<file path="src/rtl/multicycle_control_if.sv">
// multicycle_control_if
//   Groups the controller's datapath-facing signals so the controller and the
//   datapath (or a bench) connect through one bundle.
//   slave  : controller side (receives start/opcode/flags/ack, drives controls)
//   master : datapath side (drives start/opcode/flags/ack, receives controls)
//   Signals:
//     start_i, Op_i[5:0], Zero_i, mem_ack_i           datapath -> controller
//     IorD_o, MemRead_o, MemWrite_o, IRWrite_o,
//     RegDst_o, MemtoReg_o, RegWrite_o, ALUSrcA_o,
//     ALUSrcB_o[1:0], ALUOp_o[1:0], PCSrc_o[1:0],
//     PCWrite_o, illegal_o, state_o[3:0],
//     instr_cnt_o[31:0]                               controller -> datapath
interface multicycle_control_if;
    logic        start_i;
    logic [5:0]  Op_i;
    logic        Zero_i;
    logic        mem_ack_i;
    logic        IorD_o;
    logic        MemRead_o;
    logic        MemWrite_o;
    logic        IRWrite_o;
    logic        RegDst_o;
    logic        MemtoReg_o;
    logic        RegWrite_o;
    logic        ALUSrcA_o;
    logic [1:0]  ALUSrcB_o;
    logic [1:0]  ALUOp_o;
    logic [1:0]  PCSrc_o;
    logic        PCWrite_o;
    logic        illegal_o;
    logic [3:0]  state_o;
    logic [31:0] instr_cnt_o;

    modport slave (
        input  start_i, Op_i, Zero_i, mem_ack_i,
        output IorD_o, MemRead_o, MemWrite_o, IRWrite_o, RegDst_o, MemtoReg_o,
               RegWrite_o, ALUSrcA_o, ALUSrcB_o, ALUOp_o, PCSrc_o, PCWrite_o,
               illegal_o, state_o, instr_cnt_o
    );

    modport master (
        output start_i, Op_i, Zero_i, mem_ack_i,
        input  IorD_o, MemRead_o, MemWrite_o, IRWrite_o, RegDst_o, MemtoReg_o,
               RegWrite_o, ALUSrcA_o, ALUSrcB_o, ALUOp_o, PCSrc_o, PCWrite_o,
               illegal_o, state_o, instr_cnt_o
    );
endinterface

</file>
<file path="src/rtl/multicycle_control.sv">
// multicycle_control
//   Sequencing FSM for the multi-cycle MIPS datapath. Walks each instruction
//   through fetch/decode/execute/memory/write-back, stretches memory states
//   until mem_ack_i, and counts retired instructions.
//   Ports:
//     clk_i  : clock, all state on rising edge
//     rst_i  : synchronous active-high reset
//     bus    : multicycle_control_if.slave (opcode, flags, ack in; controls out)
//   Build option:
//     MC_ADDI_EN : when defined, addi (001000) is decoded through states 11/12;
//                  otherwise it is treated as an illegal opcode.
module multicycle_control (
    input  logic                 clk_i,
    input  logic                 rst_i,
    multicycle_control_if.slave  bus
);
    typedef enum logic [3:0] {
        S_IDLE    = 4'd0,
        S_FETCH   = 4'd1,
        S_DECODE  = 4'd2,
        S_MEMADDR = 4'd3,
        S_MEMRD   = 4'd4,
        S_MEMWB   = 4'd5,
        S_MEMWR   = 4'd6,
        S_EXEC    = 4'd7,
        S_RWB     = 4'd8,
        S_BRANCH  = 4'd9,
        S_JUMP    = 4'd10,
        S_ADDI_EX = 4'd11,
        S_ADDI_WB = 4'd12
    } state_t;

    localparam logic [5:0] OP_RTYPE = 6'b000000;
    localparam logic [5:0] OP_LW    = 6'b100011;
    localparam logic [5:0] OP_SW    = 6'b101011;
    localparam logic [5:0] OP_BEQ   = 6'b000100;
    localparam logic [5:0] OP_J     = 6'b000010;
`ifdef MC_ADDI_EN
    localparam logic [5:0] OP_ADDI  = 6'b001000;
`endif

    state_t      state_q, state_d;
    logic [31:0] instr_cnt_q, instr_cnt_d;

    logic        iord, mem_read, mem_write, ir_write, reg_dst, mem_to_reg;
    logic        reg_write, alu_src_a, pc_write, illegal;
    logic [1:0]  alu_src_b, alu_op, pc_src;
    logic        retire;

    always_ff @(posedge clk_i) begin
        if (rst_i) begin
            state_q     <= S_IDLE;
            instr_cnt_q <= '0;
        end else begin
            state_q     <= state_d;
            instr_cnt_q <= instr_cnt_d;
        end
    end

    always_comb begin
        state_d    = state_q;
        iord       = 1'b0;
        mem_read   = 1'b0;
        mem_write  = 1'b0;
        ir_write   = 1'b0;
        reg_dst    = 1'b0;
        mem_to_reg = 1'b0;
        reg_write  = 1'b0;
        alu_src_a  = 1'b0;
        alu_src_b  = 2'b00;
        alu_op     = 2'b00;
        pc_src     = 2'b00;
        pc_write   = 1'b0;
        illegal    = 1'b0;

        case (state_q)
            S_IDLE: begin
                if (bus.start_i) state_d = S_FETCH;
            end
            S_FETCH: begin
                // PC+4 is computed by the ALU while the instruction is read;
                // IR and PC only load on the ack cycle.
                mem_read  = 1'b1;
                alu_src_b = 2'b01;
                alu_op    = 2'b01;
                ir_write  = bus.mem_ack_i;
                pc_write  = bus.mem_ack_i;
                if (bus.mem_ack_i) state_d = S_DECODE;
            end
            S_DECODE: begin
                // Branch target is precomputed here into ALUOut.
                alu_src_b = 2'b11;
                alu_op    = 2'b01;
                case (bus.Op_i)
                    OP_LW, OP_SW: state_d = S_MEMADDR;
                    OP_RTYPE:     state_d = S_EXEC;
                    OP_BEQ:       state_d = S_BRANCH;
                    OP_J:         state_d = S_JUMP;
`ifdef MC_ADDI_EN
                    OP_ADDI:      state_d = S_ADDI_EX;
`endif
                    default: begin
                        // Unsupported opcode retires as a nop.
                        illegal = 1'b1;
                        state_d = S_FETCH;
                    end
                endcase
            end
            S_MEMADDR: begin
                alu_src_a = 1'b1;
                alu_src_b = 2'b10;
                alu_op    = 2'b01;
                state_d   = (bus.Op_i == OP_LW) ? S_MEMRD : S_MEMWR;
            end
            S_MEMRD: begin
                iord     = 1'b1;
                mem_read = 1'b1;
                if (bus.mem_ack_i) state_d = S_MEMWB;
            end
            S_MEMWB: begin
                mem_to_reg = 1'b1;
                reg_write  = 1'b1;
                state_d    = S_FETCH;
            end
            S_MEMWR: begin
                iord      = 1'b1;
                mem_write = 1'b1;
                if (bus.mem_ack_i) state_d = S_FETCH;
            end
            S_EXEC: begin
                alu_src_a = 1'b1;
                state_d   = S_RWB;
            end
            S_RWB: begin
                reg_dst   = 1'b1;
                reg_write = 1'b1;
                state_d   = S_FETCH;
            end
            S_BRANCH: begin
                alu_src_a = 1'b1;
                alu_op    = 2'b10;
                pc_src    = 2'b01;
                pc_write  = bus.Zero_i;
                state_d   = S_FETCH;
            end
            S_JUMP: begin
                pc_src   = 2'b10;
                pc_write = 1'b1;
                state_d  = S_FETCH;
            end
`ifdef MC_ADDI_EN
            S_ADDI_EX: begin
                alu_src_a = 1'b1;
                alu_src_b = 2'b10;
                alu_op    = 2'b01;
                state_d   = S_ADDI_WB;
            end
            S_ADDI_WB: begin
                reg_write = 1'b1;
                state_d   = S_FETCH;
            end
`endif
            default: begin
                // Unreachable encodings recover to IDLE with outputs quiet.
                state_d = S_IDLE;
            end
        endcase

        // An instruction retires when control returns to FETCH from any
        // state other than IDLE (start) or FETCH itself (ack wait).
        retire      = (state_d == S_FETCH) && (state_q != S_IDLE) &&
                      (state_q != S_FETCH);
        instr_cnt_d = retire ? instr_cnt_q + 32'd1 : instr_cnt_q;
    end

    assign bus.IorD_o      = iord;
    assign bus.MemRead_o   = mem_read;
    assign bus.MemWrite_o  = mem_write;
    assign bus.IRWrite_o   = ir_write;
    assign bus.RegDst_o    = reg_dst;
    assign bus.MemtoReg_o  = mem_to_reg;
    assign bus.RegWrite_o  = reg_write;
    assign bus.ALUSrcA_o   = alu_src_a;
    assign bus.ALUSrcB_o   = alu_src_b;
    assign bus.ALUOp_o     = alu_op;
    assign bus.PCSrc_o     = pc_src;
    assign bus.PCWrite_o   = pc_write;
    assign bus.illegal_o   = illegal;
    assign bus.state_o     = state_q;
    assign bus.instr_cnt_o = instr_cnt_q;
endmodule

</file>
<file path="src/flat_wrapper.sv">
// flat-port wrapper written by rule: the top's interface ports become plain ports
module multicycle_control_flat 
  (clk_i, rst_i, bus_start_i, bus_Op_i, bus_Zero_i, bus_mem_ack_i, bus_IorD_o, bus_MemRead_o, bus_MemWrite_o, bus_IRWrite_o, bus_RegDst_o, bus_MemtoReg_o, bus_RegWrite_o, bus_ALUSrcA_o, bus_ALUSrcB_o, bus_ALUOp_o, bus_PCSrc_o, bus_PCWrite_o, bus_illegal_o, bus_state_o, bus_instr_cnt_o);
  multicycle_control_if bus_i ();
  input  logic clk_i;
  input  logic rst_i;
  input wire logic [$bits(bus_i.start_i)-1:0] bus_start_i;
  input wire logic [$bits(bus_i.Op_i)-1:0] bus_Op_i;
  input wire logic [$bits(bus_i.Zero_i)-1:0] bus_Zero_i;
  input wire logic [$bits(bus_i.mem_ack_i)-1:0] bus_mem_ack_i;
  output wire logic [$bits(bus_i.IorD_o)-1:0] bus_IorD_o;
  output wire logic [$bits(bus_i.MemRead_o)-1:0] bus_MemRead_o;
  output wire logic [$bits(bus_i.MemWrite_o)-1:0] bus_MemWrite_o;
  output wire logic [$bits(bus_i.IRWrite_o)-1:0] bus_IRWrite_o;
  output wire logic [$bits(bus_i.RegDst_o)-1:0] bus_RegDst_o;
  output wire logic [$bits(bus_i.MemtoReg_o)-1:0] bus_MemtoReg_o;
  output wire logic [$bits(bus_i.RegWrite_o)-1:0] bus_RegWrite_o;
  output wire logic [$bits(bus_i.ALUSrcA_o)-1:0] bus_ALUSrcA_o;
  output wire logic [$bits(bus_i.ALUSrcB_o)-1:0] bus_ALUSrcB_o;
  output wire logic [$bits(bus_i.ALUOp_o)-1:0] bus_ALUOp_o;
  output wire logic [$bits(bus_i.PCSrc_o)-1:0] bus_PCSrc_o;
  output wire logic [$bits(bus_i.PCWrite_o)-1:0] bus_PCWrite_o;
  output wire logic [$bits(bus_i.illegal_o)-1:0] bus_illegal_o;
  output wire logic [$bits(bus_i.state_o)-1:0] bus_state_o;
  output wire logic [$bits(bus_i.instr_cnt_o)-1:0] bus_instr_cnt_o;
  assign bus_i.start_i = bus_start_i;
  assign bus_i.Op_i = bus_Op_i;
  assign bus_i.Zero_i = bus_Zero_i;
  assign bus_i.mem_ack_i = bus_mem_ack_i;
  assign bus_IorD_o = bus_i.IorD_o;
  assign bus_MemRead_o = bus_i.MemRead_o;
  assign bus_MemWrite_o = bus_i.MemWrite_o;
  assign bus_IRWrite_o = bus_i.IRWrite_o;
  assign bus_RegDst_o = bus_i.RegDst_o;
  assign bus_MemtoReg_o = bus_i.MemtoReg_o;
  assign bus_RegWrite_o = bus_i.RegWrite_o;
  assign bus_ALUSrcA_o = bus_i.ALUSrcA_o;
  assign bus_ALUSrcB_o = bus_i.ALUSrcB_o;
  assign bus_ALUOp_o = bus_i.ALUOp_o;
  assign bus_PCSrc_o = bus_i.PCSrc_o;
  assign bus_PCWrite_o = bus_i.PCWrite_o;
  assign bus_illegal_o = bus_i.illegal_o;
  assign bus_state_o = bus_i.state_o;
  assign bus_instr_cnt_o = bus_i.instr_cnt_o;
  multicycle_control u_core (.clk_i(clk_i), .rst_i(rst_i), .bus(bus_i));
endmodule
</file>
<file path="config.mk">
export PLATFORM = sky130hd
export DESIGN_NAME = multicycle_control_flat
export DESIGN_NICKNAME = d
export VERILOG_FILES = /design/src/rtl/multicycle_control_if.sv /design/src/rtl/multicycle_control.sv /design/src/flat_wrapper.sv
export SDC_FILE = /design/constraint.sdc
export NUM_CORES = 1
export LEC_CHECK = 0
export ABC_CLOCK_PERIOD_IN_PS = 5100
export CORE_UTILIZATION = 30
export DETAILED_ROUTE_END_ITERATION = 8
export GPL_TIMING_DRIVEN = 0
export SLEW_MARGIN = 10
export SYNTH_ARGS = -nofsm -noshare
export SYNTH_HDL_FRONTEND = slang
export SYNTH_SLANG_ARGS = --single-unit
</file>
<file path="constraint.sdc">
create_clock -name clk_i -period 5.1 [get_ports clk_i]
set_input_delay 1.02 -clock clk_i [delete_from_list [all_inputs] [get_ports clk_i]]
set_output_delay 1.02 -clock clk_i [all_outputs]
set_load 0.01 [all_outputs]
</file>
==> reports/results.tsv <==
stage	metric	value	unit
placed_design	GPL Wtd Cong	0.7492	
worst_setup_path	Worst Path Max Fanout	5	
floorplan	starting utilization of the core area	30.91	%
timing	highest attainable clock frequency	252.4	MHz
floorplan	floorplan die width	85.43	µm
placed_design	detailed placer's ending HPWL	4.387	mm
timing	Slew @ Worst Pin	0.5357	ns
global_route	number of global-route vias before repair	2079	
placed_design	total of buffers placed on input and output ports	61	
worst_setup_path	capturing point of the worst reg2reg path	u_core.bus.instr_cnt_o[16]	
timing	count of final max-slew check failures	0	
final_layout	Final nets	340	
clocking	number of hold-repair buffers added at the cts stage	0	
synthesis	Post-Synthesis Cell Area	2088	µm²
power	leakage	0.9131	nW
detailed_routing	Wirelength per Cell	14.73	µm
final_layout	most common cell after layout, fill and taps aside	sky130_fd_sc_hd__clkdlybuf4s50_1	
synthesis	EDFF count, synth	0	
synthesis	number of distinct standard cells referenced by the synthesized netlist	48	
synthesis	share of synthesized registers carrying an async set or reset	0	%
placed_design	post-placement setup slack	1.056	ns
timing	Tmin final	3.961	ns
floorplan	placeable core area	6756	µm²
worst_setup_path	cell repeated most along the worst path	sky130_fd_sc_hd__clkdlybuf4s50_1	
clocking	maximum buffer depth of the clock tree	2	
worst_setup_path	Worst EP required	4.08	ns
clocking	setup repair bufs after CTS	0	
placed_design	placed cells	401	
final_layout	final std cells w/o fill	409	
min_path	endpoint of the worst hold path	u_core.bus.instr_cnt_o[21]	
worst_setup_path	library cell contributing the largest single delay on the critical path	sky130_fd_sc_hd__clkdlybuf4s50_1	
worst_setup_path	number of buffers and inverters on the critical path	2	
global_route	gr ovfl total	0	
final_layout	number of antenna repair diodes	0	
synthesis	net count after synthesis	272	
clocking	clock latency on the worst-skew pair	0.29	ns
worst_setup_path	Setup crit end kind	primary output	
synthesis	most area-hungry cell type in the Yosys netlist	sky130_fd_sc_hd__dfxtp_1	
floorplan	area of the die	7298	µm²
global_route	largest net degree at the start of global routing	11	
synthesis	dominant cells by area after synthesis	sky130_fd_sc_hd__dfxtp_1, sky130_fd_sc_hd__a21oi_1, sky130_fd_sc_hd__o31ai_1	
synthesis	Yosys top cell area share	34.51	%
synthesis	sequential cell area fraction in the yosys report	34.51	%
detailed_routing	Iteration-0 DRC Markers	130	
power	power density over cell area	197.0	nW/µm²
clocking	total clock sinks	36	
worst_setup_path	path depth of the worst reg2reg path	7	
global_route	wire length of the first global-routing pass	9.901	mm
timing	crit path setup slack, layout	1.139	ns
clocking	number of buffers inserted during clock tree synthesis	5	
synthesis	most common flop cell mapped by yosys	sky130_fd_sc_hd__dfxtp_1	
global_route	antenna violations before repair	0	
worst_setup_path	register-to-register path setup slack	2.61	ns
worst_setup_path	Worst Path Arrival	2.94	ns
synthesis	mean post-synth cell area	8.032	µm²
clocking	clk root buf	sky130_fd_sc_hd__clkbuf_8	
synthesis	yosys warns	0	
worst_setup_path	classification of the worst setup path	input pin to primary output	
final_layout	relative area change from synthesis to final layout	38.35	%
timing	Setup Total Neg Slack	0	ns
floorplan	count of standard-cell rows	30	
clocking	post-CTS sizing	0	
worst_setup_path	biggest cell delay along the critical path	0.62	ns
worst_setup_path	startpoint kind of the worst setup timing path	input pin	
timing	final-report hold violation count	0	
timing	final cycle utilization of the critical path	77.67	%
global_route	aggregate global-route resource usage	16.73	%
timing	Slew HR	63.96	%
worst_setup_path	family with the most delay on the worst path	buffers and inverters	
timing	final setup violation count	0	
clocking	Clock Pin Slew Worst Setup and Hold Paths	0.07	ns
clocking	CTS tree	built	
synthesis	Mapped Cells	260	
floorplan	height of the chip	85.43	µm
detailed_routing	total detailed-routing wirelength	6.025	mm
status	outcome	complete, no violations	
clocking	H-tree level count	2	
floorplan	I/O pin count	63	
final_layout	fraction of final layout cells with drive strength greater than 1	8.207	%
worst_setup_path	critical register-to-register path startpoint	u_core.bus.state_o[1]	
synthesis	register bit count reported by yosys	36	
detailed_routing	number of iterations in the first detailed-routing pass	4	
detailed_routing	final antenna-violating net count	0	
worst_setup_path	CP Cell Sequence	clkdlybuf4s50_1 -> nand3_1 -> a21o_1 -> o21ai_0 -> a2111oi_0 -> clkdlybuf4s50_1	
job	max capacitance violation total	0	
detailed_routing	number of vias per cell	5.575	
power	peak ir drop on the vdd network	0.0001448	V
detailed_routing	count of unresolved DRC violations after routing	0	
min_path	hold path startpoint	u_core.bus.instr_cnt_o[21]	
final_layout	highest-count cells in the layout ignoring fill and taps	sky130_fd_sc_hd__clkdlybuf4s50_1, sky130_fd_sc_hd__dfxtp_1, sky130_fd_sc_hd__a21oi_1	
timing	Clock Skew	0.002504	ns
min_path	min-delay worst type	flop to flop	
timing	WHS	0.5035	ns
detailed_routing	total vias in the final route	2280	
min_path	Hold Path Stages	2	
timing	setup repair after global routing missed its margin	false	
-- final cells by class --
| type | instances | area, µm² |
|---|---|---|
| Multi-Input combinational cell | 203 | 1269 |
| Fill cell | 715 | 3867 |
| Buffer | 17 | 83.83 |
| Clock buffer | 8 | 90.09 |
| Timing Repair Buffer | 61 | 610.6 |
| Inverter | 4 | 15.01 |
| Tap cell | 80 | 100.1 |
| Sequential cell | 36 | 720.7 |
-- worst max path at each step --
| stage | startpoint | endpoint | slack [ns] | depth (start not counted) |
|---|---|---|---|---|
| after CTS | bus_Op_i[1] | bus_illegal_o | 1.08 | 6 |
| after global routing | bus_Op_i[1] | bus_illegal_o | 0.99 | 6 |
| final | bus_Op_i[1] | bus_illegal_o | 1.14 | 6 |
| after detailed placement | bus_Op_i[1] | bus_illegal_o | 1.06 | 6 |
| after global placement | bus_Op_i[1] | bus_illegal_o | 1.14 | 6 |
| after floorplan | bus_Op_i[0] | bus_illegal_o | 2.07 | 4 |
-- tightest hold or removal path: cells and delay by family (launching register included) --
family          cells  cell delay [ns]
flops               1             0.33
compound gates      2             0.13
-- cells in the mapped netlist (all sizes together) (2+ instances only) --
library cell,instances
a211oi,3
a21o,2
a21oi,33
and2,3
and3,4
buf,9
clkbuf,8
dfxtp,36
inv,4
nand2,16
nand2b,6
nand3,11
nand3b,3
nand4,12
nor2,18
nor3,7
o21ai,18
o31ai,15
or2,2
or3,15
or4,16
xor2,3
-- cell families after synthesis --
kind of cell | count (synthesis) | synth area share, %
fa+ha+maj | 1 | 0.5991
flops | 36 | 34.51
compound gates | 79 | 23.37
buf+inv | 21 | 4.733
xor+xnor | 4 | 1.678
simple gates | 118 | 34.63
mux | 1 | 0.4793
-- routing by layer --
| metal | wire length (µm) | GRT usage [%] |
|---|---|---|
| met1 | 2775 | 21.97 |
| met2 | 2895 | 27.64 |
| met3 | 290 | 3.016 |
| met4 | 63 | 5.606 |
| met5 | 0 | 0 |
-- stage by stage --
stage	power [mW]	instance area (µm²)	utilization, %
4_1_cts	0.5748	2889	42.76
3_3_place_gp	0.3664	2799	41.43
2_1_floorplan	0.3316	2088	-
6_report	0.5692	2889	42.76
3_5_place_dp	0.3661	2799	41.43
5_1_grt	0.5941	2889	42.76
-- flip-flops by register name, indices dropped and copies added, names as in the netlist --
name and cells:
u_core.bus.instr_cnt_o 32, u_core.bus.state_o 4
-- where the power goes --
part	internal, mW	total, mW	switching (mW)
sequential	0.283	0.287	0.00349
combinational	0.0339	0.0727	0.0388
clock	0.110	0.210	0.0997
No activity file was read; power rests on OpenSTA's default activity.
